## config.mk

```make
export PLATFORM = sky130hd
export DESIGN_NAME = vga_timing_gen
export DESIGN_NICKNAME = d
export VERILOG_FILES = /design/src/rtl/vga_timing_pkg.sv /design/src/rtl/vga_sync_delay.sv /design/src/rtl/vga_timing_gen.sv
export SDC_FILE = /design/constraint.sdc
export NUM_CORES = 1
export LEC_CHECK = 0
export ABC_AREA = 0
export CORE_ASPECT_RATIO = 1.1
export CORE_UTILIZATION = 54
export CTS_BUF_LIST = sky130_fd_sc_hd__clkbuf_16
export CTS_CLUSTER_DIAMETER = 200
export DETAILED_ROUTE_END_ITERATION = 7
export PLACE_DENSITY = 0.93
export REMOVE_ABC_BUFFERS = 1
export SLEW_MARGIN = 20
export SYNTH_ARGS = -nofsm -noshare
export SYNTH_HDL_FRONTEND = slang
export SYNTH_HIERARCHICAL = 1
export SYNTH_SLANG_ARGS = --single-unit
```

## constraint.sdc

```tcl
create_clock -name pixel_clk -period 5.1 [get_ports pixel_clk]
set_input_delay 1.02 -clock pixel_clk [delete_from_list [all_inputs] [get_ports pixel_clk]]
set_output_delay 1.02 -clock pixel_clk [all_outputs]
set_load 0.005 [all_outputs]
```

## src/rtl/vga_timing_pkg.sv

```systemverilog
// Shared mode constants and helpers for the VGA raster timing generator.
// Standard progressive modes are grouped per axis as ACTIVE/FP/SYNC/BP plus sync polarity.
package vga_timing_pkg;

    typedef struct packed {
        int unsigned active;
        int unsigned fp;
        int unsigned sync;
        int unsigned bp;
        bit          pol;
    } vga_axis_t;

    // Bit positions inside the delayed control bundle
    localparam int SYNC_W    = 6;
    localparam int SB_HS     = 5;
    localparam int SB_VS     = 4;
    localparam int SB_BLANK  = 3;
    localparam int SB_DE     = 2;
    localparam int SB_LS     = 1;
    localparam int SB_FS     = 0;

    localparam int LATENCY_MIN = 1;
    localparam int LATENCY_MAX = 8;

    function automatic int unsigned vga_total(input int unsigned active,
                                              input int unsigned fp,
                                              input int unsigned sync,
                                              input int unsigned bp);
        return active + fp + sync + bp;
    endfunction

    function automatic int unsigned axis_total(input vga_axis_t a);
        return vga_total(a.active, a.fp, a.sync, a.bp);
    endfunction

    // 640x480@60, 25.175 MHz, negative syncs
    localparam vga_axis_t VGA_640X480_H  = '{active: 640,  fp: 16, sync: 96,  bp: 48,  pol: 1'b0};
    localparam vga_axis_t VGA_640X480_V  = '{active: 480,  fp: 10, sync: 2,   bp: 33,  pol: 1'b0};

    // 800x600@60, 40 MHz, positive syncs
    localparam vga_axis_t VGA_800X600_H  = '{active: 800,  fp: 40, sync: 128, bp: 88,  pol: 1'b1};
    localparam vga_axis_t VGA_800X600_V  = '{active: 600,  fp: 1,  sync: 4,   bp: 23,  pol: 1'b1};

    // 1024x768@60, 65 MHz, negative syncs
    localparam vga_axis_t VGA_1024X768_H = '{active: 1024, fp: 24, sync: 136, bp: 160, pol: 1'b0};
    localparam vga_axis_t VGA_1024X768_V = '{active: 768,  fp: 3,  sync: 6,   bp: 29,  pol: 1'b0};

endpackage

```

## src/rtl/vga_sync_delay.sv

```systemverilog
// Enabled shift register of DEPTH stages; every stage resets to RST_VAL so the
// outputs show the inactive bundle until real samples have propagated through.
module vga_sync_delay
    import vga_timing_pkg::*;
#(
    parameter int             W       = SYNC_W,
    parameter int             DEPTH   = 1,
    parameter logic [W-1:0]   RST_VAL = '0
) (
    input  logic         pixel_clk,
    input  logic         rst,
    input  logic         en_i,
    input  logic [W-1:0] d_i,
    output logic [W-1:0] q_o
);

    logic [W-1:0] shift_q [DEPTH];

    always_ff @(posedge pixel_clk) begin
        if (rst) begin
            for (int i = 0; i < DEPTH; i++) begin
                shift_q[i] <= RST_VAL;
            end
        end else if (en_i) begin
            shift_q[0] <= d_i;
            for (int i = 1; i < DEPTH; i++) begin
                shift_q[i] <= shift_q[i-1];
            end
        end
    end

    assign q_o = shift_q[DEPTH-1];

endmodule

```

## src/rtl/vga_timing_gen.sv

```systemverilog
// Raster timing generator: undelayed h/v counters plus sync/blank/strobes delayed LATENCY cycles.
// Optional frame counter output is built when VGA_TIMING_FRAME_CNT_EN is defined.
module vga_timing_gen
    import vga_timing_pkg::*;
#(
    parameter int unsigned H_ACTIVE = 640,
    parameter int unsigned H_FP     = 16,
    parameter int unsigned H_SYNC   = 96,
    parameter int unsigned H_BP     = 48,
    parameter int unsigned V_ACTIVE = 480,
    parameter int unsigned V_FP     = 10,
    parameter int unsigned V_SYNC   = 2,
    parameter int unsigned V_BP     = 33,
    parameter bit          HS_POL   = 1'b0,
    parameter bit          VS_POL   = 1'b0,
    parameter int          CW       = 11,
    parameter int          LATENCY  = 1
) (
    input  logic          pixel_clk,
    input  logic          rst,
    input  logic          en_i,
    output logic [CW-1:0] hcount_o,
    output logic [CW-1:0] vcount_o,
    output logic          hs_o,
    output logic          vs_o,
    output logic          blank_o,
    output logic          de_o,
    output logic          line_start_o,
    output logic          frame_start_o
`ifdef VGA_TIMING_FRAME_CNT_EN
    ,
    output logic [15:0]   frame_cnt_o
`endif
);

    localparam int unsigned H_TOTAL = vga_total(H_ACTIVE, H_FP, H_SYNC, H_BP);
    localparam int unsigned V_TOTAL = vga_total(V_ACTIVE, V_FP, V_SYNC, V_BP);

    if (H_FP == 0 || H_SYNC == 0 || H_BP == 0 || V_FP == 0 || V_SYNC == 0 || V_BP == 0) begin : g_bad_porch
        $error("vga_timing_gen: porch and sync widths must be non-zero");
    end
    if (64'(H_TOTAL) > (64'd1 << CW) || 64'(V_TOTAL) > (64'd1 << CW)) begin : g_bad_cw
        $error("vga_timing_gen: H_TOTAL/V_TOTAL do not fit in CW bits");
    end
    if (LATENCY < LATENCY_MIN || LATENCY > LATENCY_MAX) begin : g_bad_latency
        $error("vga_timing_gen: LATENCY out of range");
    end

    localparam logic [CW-1:0] H_LAST   = CW'(H_TOTAL - 1);
    localparam logic [CW-1:0] V_LAST   = CW'(V_TOTAL - 1);
    localparam logic [CW-1:0] H_ACT_E  = CW'(H_ACTIVE);
    localparam logic [CW-1:0] V_ACT_E  = CW'(V_ACTIVE);
    localparam logic [CW-1:0] H_SYNC_B = CW'(H_ACTIVE + H_FP);
    localparam logic [CW-1:0] H_SYNC_E = CW'(H_ACTIVE + H_FP + H_SYNC);
    localparam logic [CW-1:0] V_SYNC_B = CW'(V_ACTIVE + V_FP);
    localparam logic [CW-1:0] V_SYNC_E = CW'(V_ACTIVE + V_FP + V_SYNC);

    localparam logic [SYNC_W-1:0] SYNC_RST = {~HS_POL, ~VS_POL, 1'b1, 1'b0, 1'b0, 1'b0};

    logic [CW-1:0] hcount_q, hcount_d;
    logic [CW-1:0] vcount_q, vcount_d;
    logic          h_wrap, v_wrap;

    assign h_wrap = (hcount_q == H_LAST);
    assign v_wrap = (vcount_q == V_LAST);

    always_comb begin
        hcount_d = hcount_q;
        vcount_d = vcount_q;
        if (en_i) begin
            hcount_d = h_wrap ? '0 : hcount_q + CW'(1);
            if (h_wrap) begin
                vcount_d = v_wrap ? '0 : vcount_q + CW'(1);
            end
        end
    end

    always_ff @(posedge pixel_clk) begin
        if (rst) begin
            hcount_q <= '0;
            vcount_q <= '0;
        end else begin
            hcount_q <= hcount_d;
            vcount_q <= vcount_d;
        end
    end

    assign hcount_o = hcount_q;
    assign vcount_o = vcount_q;

    // Stage-0 decode; v_sync comes straight from vcount so it switches at hcount==0
    logic h_act, v_act, h_sync, v_sync, blank0, hs0, vs0;
    logic [SYNC_W-1:0] stage0, stage_q;

    assign h_act  = (hcount_q < H_ACT_E);
    assign v_act  = (vcount_q < V_ACT_E);
    assign h_sync = (hcount_q >= H_SYNC_B) && (hcount_q < H_SYNC_E);
    assign v_sync = (vcount_q >= V_SYNC_B) && (vcount_q < V_SYNC_E);
    assign blank0 = ~(h_act && v_act);
    assign hs0    = h_sync ? HS_POL : ~HS_POL;
    assign vs0    = v_sync ? VS_POL : ~VS_POL;

    always_comb begin
        stage0           = SYNC_RST;
        stage0[SB_HS]    = hs0;
        stage0[SB_VS]    = vs0;
        stage0[SB_BLANK] = blank0;
        stage0[SB_DE]    = ~blank0;
        stage0[SB_LS]    = (hcount_q == '0);
        stage0[SB_FS]    = (hcount_q == '0) && (vcount_q == '0);
    end

    vga_sync_delay #(
        .W       (SYNC_W),
        .DEPTH   (LATENCY),
        .RST_VAL (SYNC_RST)
    ) u_sync_delay (
        .pixel_clk (pixel_clk),
        .rst       (rst),
        .en_i      (en_i),
        .d_i       (stage0),
        .q_o       (stage_q)
    );

    assign hs_o          = stage_q[SB_HS];
    assign vs_o          = stage_q[SB_VS];
    assign blank_o       = stage_q[SB_BLANK];
    assign de_o          = stage_q[SB_DE];
    assign line_start_o  = stage_q[SB_LS];
    assign frame_start_o = stage_q[SB_FS];

`ifdef VGA_TIMING_FRAME_CNT_EN
    // Count is committed on the edge that retires the pulse; the adder makes the
    // new value visible while the pulse itself is on the output.
    logic [15:0] frame_cnt_q;

    always_ff @(posedge pixel_clk) begin
        if (rst) begin
            frame_cnt_q <= '0;
        end else if (en_i && frame_start_o) begin
            frame_cnt_q <= frame_cnt_q + 16'd1;
        end
    end

    assign frame_cnt_o = frame_cnt_q + {15'd0, frame_start_o};
`endif

endmodule

```

## Yosys cells after proc, flatten, opt, wreduce, memory -nomap -nowiden

Memory sizes are Yosys's and may differ from the RTL's.
Cells that the tools add are included.

- Bits in read-only memories: 0
- Input port bits: 3
- Register bits after elaboration: 22
- Latch bits: 0
- Memories: 1
- Memory bits (writable): 6
- Word-level logic and storage cells: 33

- Multiply operators: 0
- Order comparisons: 6
- Mux-type cells: 11
- Divide/modulo/power cells: 0
- Reduce and logical (&&, ||, !) cells: 8
- Bitwise logic cells: 1
- Eq/ne operators: 2
- Add/sub/neg operators: 2
- Shift operators: 0

Memories:

| memory | words | bits a word | read ports | clocked after Yosys merged registers in | write ports | RTL line | RTL |
|---|---|---|---|---|---|---|---|
| u_sync_delay.shift_q | 1 | 6 | 1 | 0 | 1 | vga_sync_delay.sv:17 | `logic [W-1:0] shift_q [DEPTH];` |

Operators with widths:

| cell | count |
|---|---|
| 11-bit by 1-bit adder with 11-bit output, second input constant | 2 |
| 11-bit by 10-bit == test with 1-bit output, second input constant | 2 |
| 11-bit logical NOT | 2 |
| 11-bit by 10-bit < comparator with 1-bit output, second input constant | 2 |
| 11-bit by 9-bit < comparator with 1-bit output, second input constant | 2 |
| 11-bit two-way mux | 2 |
| 11-bit by 10-bit greater-or-equal comparator with 1-bit output, second input constant | 1 |
| 11-bit by 9-bit greater-or-equal comparator with 1-bit output, second input constant | 1 |
| 1-bit two-way mux | 8 |
| 6-bit two-way mux | 1 |
| 6-bit OR reduction | 1 |
| 1-bit logical AND | 4 |
| 2-bit AND reduction | 1 |
| 1-bit NOT | 1 |

## Depth between registers and ports, before layout

Gate-level depths: netlist (run 1).

- Depth after elaboration: 5
- Depth in mapped cells: 7
- Depth with buffers taken out: 6

## Hierarchy

Netlist (run 1), hierarchy kept.

Modules (own cells, without submodules):

| module | area an instance (µm²) | cells an instance | instances |
|---|---|---|---|
| vga_timing_gen | 1201.2 | 141 | 1 |
| vga_sync_delay | 242.7 | 13 | 1 |

## Worst setup path after synthesis (run 1)

OpenSTA, ideal clock, no wires.

- Path kind: input-to-reg
- Start: input port en_i
- End: register vcount_q[10] (netlist: vcount_o[10])
- Required time: 5029 ps
- Cell stages on the path: 5
- Path buffers: 1
- Library setup time: 71 ps
- Data arrival time: 2036 ps
- Path slack: 2993 ps
- Cell sequence: and4_1 buf_4 nand3_4 or4_1 a21oi_1

- Longest elaborated chain between the ends: 1

Ends and longest elaborated chain:

| what | RTL line | RTL |
|---|---|---|
| from (decl) | vga_timing_gen.sv:21 | `input logic en_i,` |
| 2-bit AND reduction (no line) | n/a |  |
| to (signal assigned) | vga_timing_gen.sv:84 | `vcount_q <= vcount_d;` |
| to (decl) | vga_timing_gen.sv:61 | `logic [CW-1:0] vcount_q, vcount_d;` |

Every way passes these cells.
A chain may end at the register's enable or synchronous reset.

## Worst setup path in the final report (run 1)

- Start: input port en_i
- End: register vcount_q[8] (netlist: vcount_o[8])

The elaborated chain is that of the path after synthesis.

==> out/results.txt, run 1 <==
Status = completed
GPL Wtd Cong = 0.837
Yosys Warn Count = 6
Sequential fraction of design power = 53.8%
Rel. slew slack = 52.3%
First-pass GRT wire length = 5240 um
Sw frac = 19.3%
Initial antenna violation count = 0
# diodes = 0
Cell Area, Synth = 1440 um2
Internal power = 349 uW
Max VDD drop = 0.227 mV
DP HPWL = 2260 um
Die Ht = 56.2 um
Worst Path Class, Setup = in2reg
Peak Freq = 350 MHz
Die ar. = 2880 um2
Mapped Cells = 154
FFs w/ async S/R, synth = 0%
HP Class = reg2reg
Clk pwr share = 40.6%
CTS resizes = 0
Worst setup EP type = flop
Syn-to-layout area delta = 27.6%
Setup total negative slack = 0 ps
Combinational Power Share = 5.6%
Clk sink count = 28
Util after Layout = 73.1%
Nets@finish = 192
Critical path's slowest cell = clkdlybuf4s50_1
Most used DFF post-synth = dfxtp_1
Remaining Overflow, GRT = 0
Critical path fanouts, max = 16
Total track usage = 23.6%
Synthesized area per cell = 9.38 um2
Unrepaired setup endpoints after global routing = no
Total Wirelength = 3170 um
Fin cells = 215
Synth Register Bits = 28
EDFF count, synth = 6
Endpoints failing setup = 0
Max-cap violations = 0
DR vias/cell = 6.03
CTS hold repair buffers = 0
Largest net degree at the start of global routing = 23
Placed cells = 211
Clock Latency Late Sink = 260 ps
Initial DRC count = 44
Slew Limit Fails = 0
Post-route cell area = 1840 um2
Pin slew with the least headroom to its limit = 713 ps
Synth top area cells = dfxtp_1 (31%), edfxtp_1 (12%), and4_1 (4.2%), xor2_1 (4.2%), nand3_1 (4.2%)
H-tree lvl count = 1
Clock Pin Slew Worst Setup and Hold Paths = 60 ps
Initial Utilization = 57.3%
Critical Path Start Type = input pin
Netlist cell types = 38
Top cell type's share of synthesized area = 30.5%
Tcrit/Tclk final = 56.1%
Vias in the first global route = 1181
Worst hold path cell count = 2
Worst Clk Skew = 1.93 ps
Tmin final = 2860 ps
Post-route ant nets = 0
Sequential-to-total area share from yosys stat = 43.0%
TritonCTS Buffers = 3
Longest Clk Path Bufs = 2
CP startpoint = en_i
Placed Area = 1760 um2
Power Density = 235 nW/um2
Worst Hold Launch = vcount_o[0]
Share of layout cells above drive strength 1 = 5.43%
Row Count = 19
WL per Instance = 14.7 um
RR Startpoint = hcount_o[1]
CP required = 5220 ps
Cell breakdown of the critical path = clkdlybuf4s50_1 > and4_1 > nand3_4 > o21bai_1 > a21oi_1
Leading area contributor after synthesis = dfxtp_1
Die Width = 51.3 um
P_sw = 83.4 uW
Drt drc = 0
Peak per-stage delay on the critical path = 670 ps
Port Buf Inserts = 30
Total core area = 2520 um2
Worst hold margin = 510 ps
R2R cell count = 5
IO Count = 31
CTS root buf = clkbuf_16
Critical path arrival = 2980 ps
Leak Pwr = 0.000620 uW
Clock tree from TritonCTS = yes
Post-CTS setup buffer count = 0
Routed via count = 1297
Drt first pass iters = 4
Final hold vios = 0
-- power by group through the flow --
stage | Clock (uW) | Sequential, uW | Combinational, uW
2_1_floorplan | 0 | 238 | 8.76
3_3_place_gp | 0 | 237 | 23.3
3_5_place_dp | 0 | 238 | 23.9
4_1_cts | 176 | 233 | 23.9
5_1_grt | 187 | 233 | 26.6
6_report | 176 | 233 | 24.1
-- registers in the layout, indices dropped and copies added, names as in the netlist --
name,flops
hcount_o,11
u_sync_delay/shift_q,6
vcount_o,11
-- synth_stat cells, drive strengths merged (4+ instances only) --
library cell   n
nand4          4
nand2         10
xor2           7
inv            6
and4           7
nor2           8
o21ai          5
ha             4
nand3         13
edfxtp         6
nor3           8
dfxtp         22
or4            5
o31ai          4
a21oi         11
-- per-stage QoR --
stage               worst slack (ps)  total power (uW)
finish                          2240               433
global route                    2010               447
CTS                             2250               432
detailed placement              1970               262
global placement                2060               261
floorplan                       2880               247
-- metal layers --
metal  track usage, %  routed length (um)
met1             30.1                1410
met2             40.4                1570
met3             2.46                 117
met4             8.88                  68
met5                0                   0
-- logic make-up after synthesis --
group	after synthesis	share of synthesized area (%)
AND/OR/NAND/NOR	78	34.5
flip-flops	28	43.0
AO/OA/AOI/OAI	24	10.1
XOR/XNOR	10	6.07
buffers and inverters	10	2.95
adder cells (fa/ha/maj)	4	3.47
-- critical path, delay by kind of cell --
kind	cells	cell delay, ps
and+or+nand+nor	2	650
buffers and inverters	1	670
AOI/OAI and AO/OA	2	620
-- worst paths after layout --
check,endpoint,slack [ps]
max,vcount_o[8],2240
min,vcount_o[0],510
max reg2reg,vcount_o[8],3080
min reg2reg,vcount_o[0],510
-- final cells by class --
class / instances / area [um2]
multi-input combinational: 116 / 781
tap: 31 / 38.8
inverter: 6 / 22.5
fill: 186 / 678
clock inverter: 1 / 3.75
clock buffer: 3 / 75.1
sequential: 28 / 621
timing repair buffer: 30 / 300
-- cells in the final DEF, fill, tap and decap left out, types with 5 or more instances in the layout --
cell,n
a21oi_1,11
and4_1,7
clkdlybuf4s50_1,30
dfxtp_1,22
edfxtp_1,6
inv_1,7
nand2_1,10
nand3_1,12
nor2_1,8
nor3_1,8
o21ai_0,5
or4_1,5
xor2_1,7
No activity file was read; power rests on OpenSTA's default activity.
==> inputs of run 2 (changes only) <==
Settings changed: CORE_UTILIZATION 54 to 45, PLACE_DENSITY 0.93 to 0.84.
Clock period 5.1 ns to 2.4 ns, I/O delays scaled along.
==> run 2 against run 1 <==
The run now ends with design-rule violations left. Utilization fell by 12 points. Sequential power rose by 110%. Final area rose by 1.8%. Combinational power rose by 120%. First-iteration DRC count fell by 2.3%. Highest routed layer unchanged. Clock power rose by 110%. Die area rose by 19%. Sequential share of layout area fell by 0.61 points. Global-route usage fell by 3.2 points. Via count rose by 1.0%.
==> out/results.txt, run 2 (synthesis gave the netlist of run 1 again) <==
Pin slew with the least headroom to its limit = 519 ps
CTS hold repair buffers = 0
Total track usage = 20.4%
Initial antenna violation count = 0
Initial DRC count = 43
Max-cap violations = 0
Worst Hold Launch = vcount_o[6]
Total Wirelength = 3330 um
Final hold vios = 0
Syn-to-layout area delta = 29.9%
Critical path fanouts, max = 16
Post-CTS setup buffer count = 0
Clk sink count = 28
Setup slack, reg-to-reg = 480 ps
CP required = 2580 ps
Nets@finish = 196
Tcrit/Tclk final = 81.9%
H-tree lvl count = 1
Total core area = 3050 um2
Clock tree from TritonCTS = yes
Most frequent cells in the layout = clkdlybuf4s50_1 (30), dfxtp_1 (22), nand3_1 (12), a21oi_1 (11), nand2_1 (10)
Drt drc = 1
Min-Delay Endpoint = vcount_o[6]
RR Startpoint = vcount_o[6]
Die Width = 56.0 um
Routed via count = 1310
Drt first pass iters = 6
Worst Clk Skew = 4.35 ps
Max VDD drop = 0.321 mV
# diodes = 0
TritonCTS Buffers = 3
Initial Utilization = 47.4%
Peak Freq = 509 MHz
Share of layout cells above drive strength 1 = 7.45%
Endpoints failing setup = 0
Port Buf Inserts = 30
R2R cell count = 4
Post-route ant nets = 0
Critical Path Start Type = input pin
Largest net degree at the start of global routing = 17
GPL Wtd Cong = 0.838
DR vias/cell = 5.90
Commonest non-fill, non-tap cell in the layout = clkdlybuf4s50_1
First-pass GRT wire length = 5510 um
Die ar. = 3440 um2
Leak Pwr = 0.000636 uW
Remaining Overflow, GRT = 0
Longest Clk Path Bufs = 2
Slew Limit Fails = 0
HP Class = reg2reg
Worst Path Class, Setup = in2reg
Status = finished, violations left
IO Count = 31
Die Ht = 61.4 um
Worst setup EP type = flop
Clock Latency Late Sink = 260 ps
Worst hold margin = 522 ps
Failing checks = design-rule violations
Clock Pin Slew Worst Setup and Hold Paths = 70 ps
Vias in the first global route = 1276
Fill count = 267
Worst r2r dst = u_sync_delay/shift_q[0][4]
Setup total negative slack = 0 ps
Tmin final = 1970 ps
Critical path arrival = 2150 ps
DP HPWL = 2350 um
CTS root buf = clkbuf_16
Power Density = 493 nW/um2
Unrepaired setup endpoints after global routing = no
Row Count = 21
CTS resizes = 0
Worst hold path cell count = 2
WL per Instance = 15.0 um
Rel. slew slack = 65.3%
[run 2: worst max path at each step]
stage / start / endpoint / cells past startpoint
4_1_cts: en_i / vcount_o[9] / 5
3_5_place_dp: en_i / vcount_o[9] / 5
5_1_grt: vcount_o[5] / u_sync_delay/shift_q[0][4] / 4
3_3_place_gp: en_i / vcount_o[10] / 5
2_1_floorplan: vcount_o[6] / u_sync_delay/shift_q[0][4] / 4
6_report: en_i / vcount_o[9] / 5
[run 2: layer usage]
metal	up-vias	part of all wire [%]	wire length, um	GRT usage, %
met5	-	0	0	0
met2	44	50	1660	37.1
met1	621	44	1480	23.6
met3	7	4.1	137	3.15
li1	638	-	-	-
met4	0	1.6	53	11.1
[run 2: area by class of cell]
class | instances | area, um2 | share of cell area, %
inverter | 6 | 22.5 | 1.20
timing repair buffer | 34 | 330 | 17.6
clock buffer | 3 | 75.1 | 4.00
tap | 34 | 42.5 | 2.27
multi-input combinational | 116 | 781 | 41.6
sequential | 28 | 621 | 33.1
clock inverter | 1 | 3.75 | 0.200
[run 2: power breakdown]
group	leakage (uW)	internal (uW)	switching (uW)
sequential	0.000236	490	4.53
clock	0.0000385	223	153
combinational	0.000362	31.8	21.9
[run 2: metrics by stage]
| step | setup slack (ps) | cell area [um2] | util (%) | instances | total power (uW) |
|---|---|---|---|---|---|
| 2_1_floorplan | 615 | 1420 | - | 150 | 525 |
| 3_3_place_gp | 277 | 1800 | 58.9 | 218 | 558 |
| 3_5_place_dp | 175 | 1800 | 58.9 | 218 | 559 |
| 4_1_cts | 434 | 1880 | 61.5 | 222 | 932 |
| 5_1_grt | 377 | 1880 | 61.5 | 222 | 956 |
| 6_report | 434 | 1880 | 61.5 | 222 | 924 |
[run 2: critical path, stage by stage]
cell	delay [ps]
clkdlybuf4s50_1	470
and4_1	290
nand3_4	190
or4_1	530
a21oi_1	200
==> inputs of run 3 (changes only) <==
Clock period 2.4 ns to 1.75 ns, I/O delays scaled along.
==> run 3 against run 2 <==
The flow now finishes without violations. Non-clock buffer count grew 23. Power grew 39%. Clock power grew 38%. Via count grew 5.4%. Clock skew is essentially flat. Worst setup slack lost 400 ps. Register-to-register slack lost 450 ps. Die area is the same. Critical endpoint is now u_sync_delay/shift_q[0][4]. Largest cell class unchanged. Largest power group unchanged.
==> out/results.txt, run 3 (synthesis gave the netlist of run 1 again) <==
Cell breakdown of the critical path = or3_4 > or4_4 > or3b_1
Longest Clk Path Bufs = 2
Die Width = 56.0 um
DR vias/cell = 5.64
Initial DRC count = 27
Tcrit/Tclk final = 98.2%
Clock Latency Late Sink = 260 ps
CP required = 1760 ps
Rel. slew slack = 77.1%
Tmin final = 1720 ps
Peak per-stage delay on the critical path = 420 ps
Nets@finish = 219
Sequential cell area = 623 um2
GPL Wtd Cong = 0.948
Status = completed
Initial Utilization = 47.4%
Most frequent cells in the layout = clkdlybuf4s50_1 (30), buf_4 (27), dfxtp_1 (20), nand3_1 (11), a21oi_1 (11)
Max VDD drop = 0.504 mV
Fill count = 269
Port Buf Inserts = 30
Critical path's slowest cell = or4_4
TritonCTS Buffers = 3
HP Class = reg2reg
Clock tree from TritonCTS = yes
Pin slew with the least headroom to its limit = 340 ps
H-tree lvl count = 1
Total core area = 3050 um2
Total Wirelength = 3640 um
Worst Path Class, Setup = reg2reg
Setup total negative slack = 0 ps
Final setup margin = 31.7 ps
Slew Limit Fails = 0
Syn-to-layout area delta = 44.0%
Clk sink count = 28
DP HPWL = 2780 um
Combinational Power Share = 6.7%
Post-route ant nets = 0
Post-CTS setup buffer count = 0
Die ar. = 3440 um2
Final hold vios = 0
Power Density = 616 nW/um2
Routed via count = 1381
# diodes = 0
WL per Instance = 14.9 um
Remaining Overflow, GRT = 0
CTS root buf = clkbuf_16
P_sw = 251 uW
Critical Path Start Type = flop
Peak Freq = 582 MHz
Worst Clk Skew = 4.48 ps
Placement Setup Slack = -238 ps
Unrepaired setup endpoints after global routing = no
CTS hold repair buffers = 0
IO Count = 31
Area occupied by multi-input gates = 810 um2
Endpoints failing setup = 0
Total track usage = 21.8%
Worst setup EP type = flop
Initial antenna violation count = 0
Max-cap violations = 0
Clock Pin Slew Worst Setup and Hold Paths = 70 ps
Sequential fraction of design power = 52.9%
Sw frac = 19.6%
Die Ht = 61.4 um
Leak Pwr = 0.000762 uW
Critical path fanouts, max = 2
Row Count = 21
Largest net degree at the start of global routing = 16
Internal power = 1030 uW
Clk pwr share = 40.4%
Vias in the first global route = 1310
Drt drc = 0
First-pass GRT wire length = 5730 um
Drt first pass iters = 4
Critical path arrival = 1720 ps
Commonest non-fill, non-tap cell in the layout = clkdlybuf4s50_1
Pwr Total = 1280 uW
Share of layout cells above drive strength 1 = 22.3%
## run 3: cell types whose count changed in the layout (fill, tap and decap cells not counted), moves of 2 or more
cell / before / now
or4_4: 0 / 2
dfxtp_1: 22 / 20
or4_1: 5 / 3
buf_4: 4 / 27
dfxtp_2: 0 / 2
## run 3: layout make-up
cell class | count | share of cell area, %
inverters | 6 | 1.08
well taps | 34 | 2.05
multi-input cells | 116 | 38.9
flip-flops and latches | 28 | 30.0
clock buffers | 3 | 3.61
clock inverters | 1 | 0.181
repair buffers | 57 | 24.2
## run 3: per-stage QoR
stage	std cells	area [um2]	hold WS (ps)	utilization, %
global placement	241	1970	487	64.6
floorplan	150	1420	419	-
detailed placement	241	1970	502	64.6
finish	245	2080	514	68.2
global route	245	2080	530	68.2
CTS	245	2050	512	67.4
## run 3: timing repair
| item | 4_1_cts | 5_1_grt |
|---|---|---|
| resized for setup | 1 | 9 |
| endpoints found under the setup margin | 1 | 5 |
| hold endpoints to repair | 0 | 0 |
| pin swaps | 1 | 0 |
## run 3: final timing paths
| kind | cells after the start | start | slack, ps | end |
|---|---|---|---|---|
| worst max-delay path | 3 | vcount_o[10] | 30 | u_sync_delay/shift_q[0][4] |
| worst min-delay path | 2 | vcount_o[0] | 510 | vcount_o[0] |
| worst max register to register | 3 | vcount_o[10] | 30 | u_sync_delay/shift_q[0][4] |
| worst min register to register | 2 | vcount_o[0] | 510 | vcount_o[0] |
## run 3: critical path, delay by kind of cell (launching register included)
| family | cells | cell delay (ps) |
|---|---|---|
| flip-flops | 1 | 310 |
| AND/OR/NAND/NOR | 3 | 1160 |
## run 3: layer usage
layer | track usage, % | vias to the layer above | wire (um)
met5 | 0 | - | 0
met4 | 10.1 | 0 | 74
met3 | 3.78 | 9 | 139
met2 | 41.7 | 36 | 1870
met1 | 24.2 | 651 | 1550
li1 | - | 685 | -
## run 3: power groups by stage
stage	clock, uW	combinational [uW]	sequential [uW]
2_1_floorplan	0	25.5	694
3_3_place_gp	0	80.4	691
3_5_place_dp	0	85.2	692
4_1_cts	529	85.2	677
5_1_grt	555	92.6	679
6_report	517	85.5	678
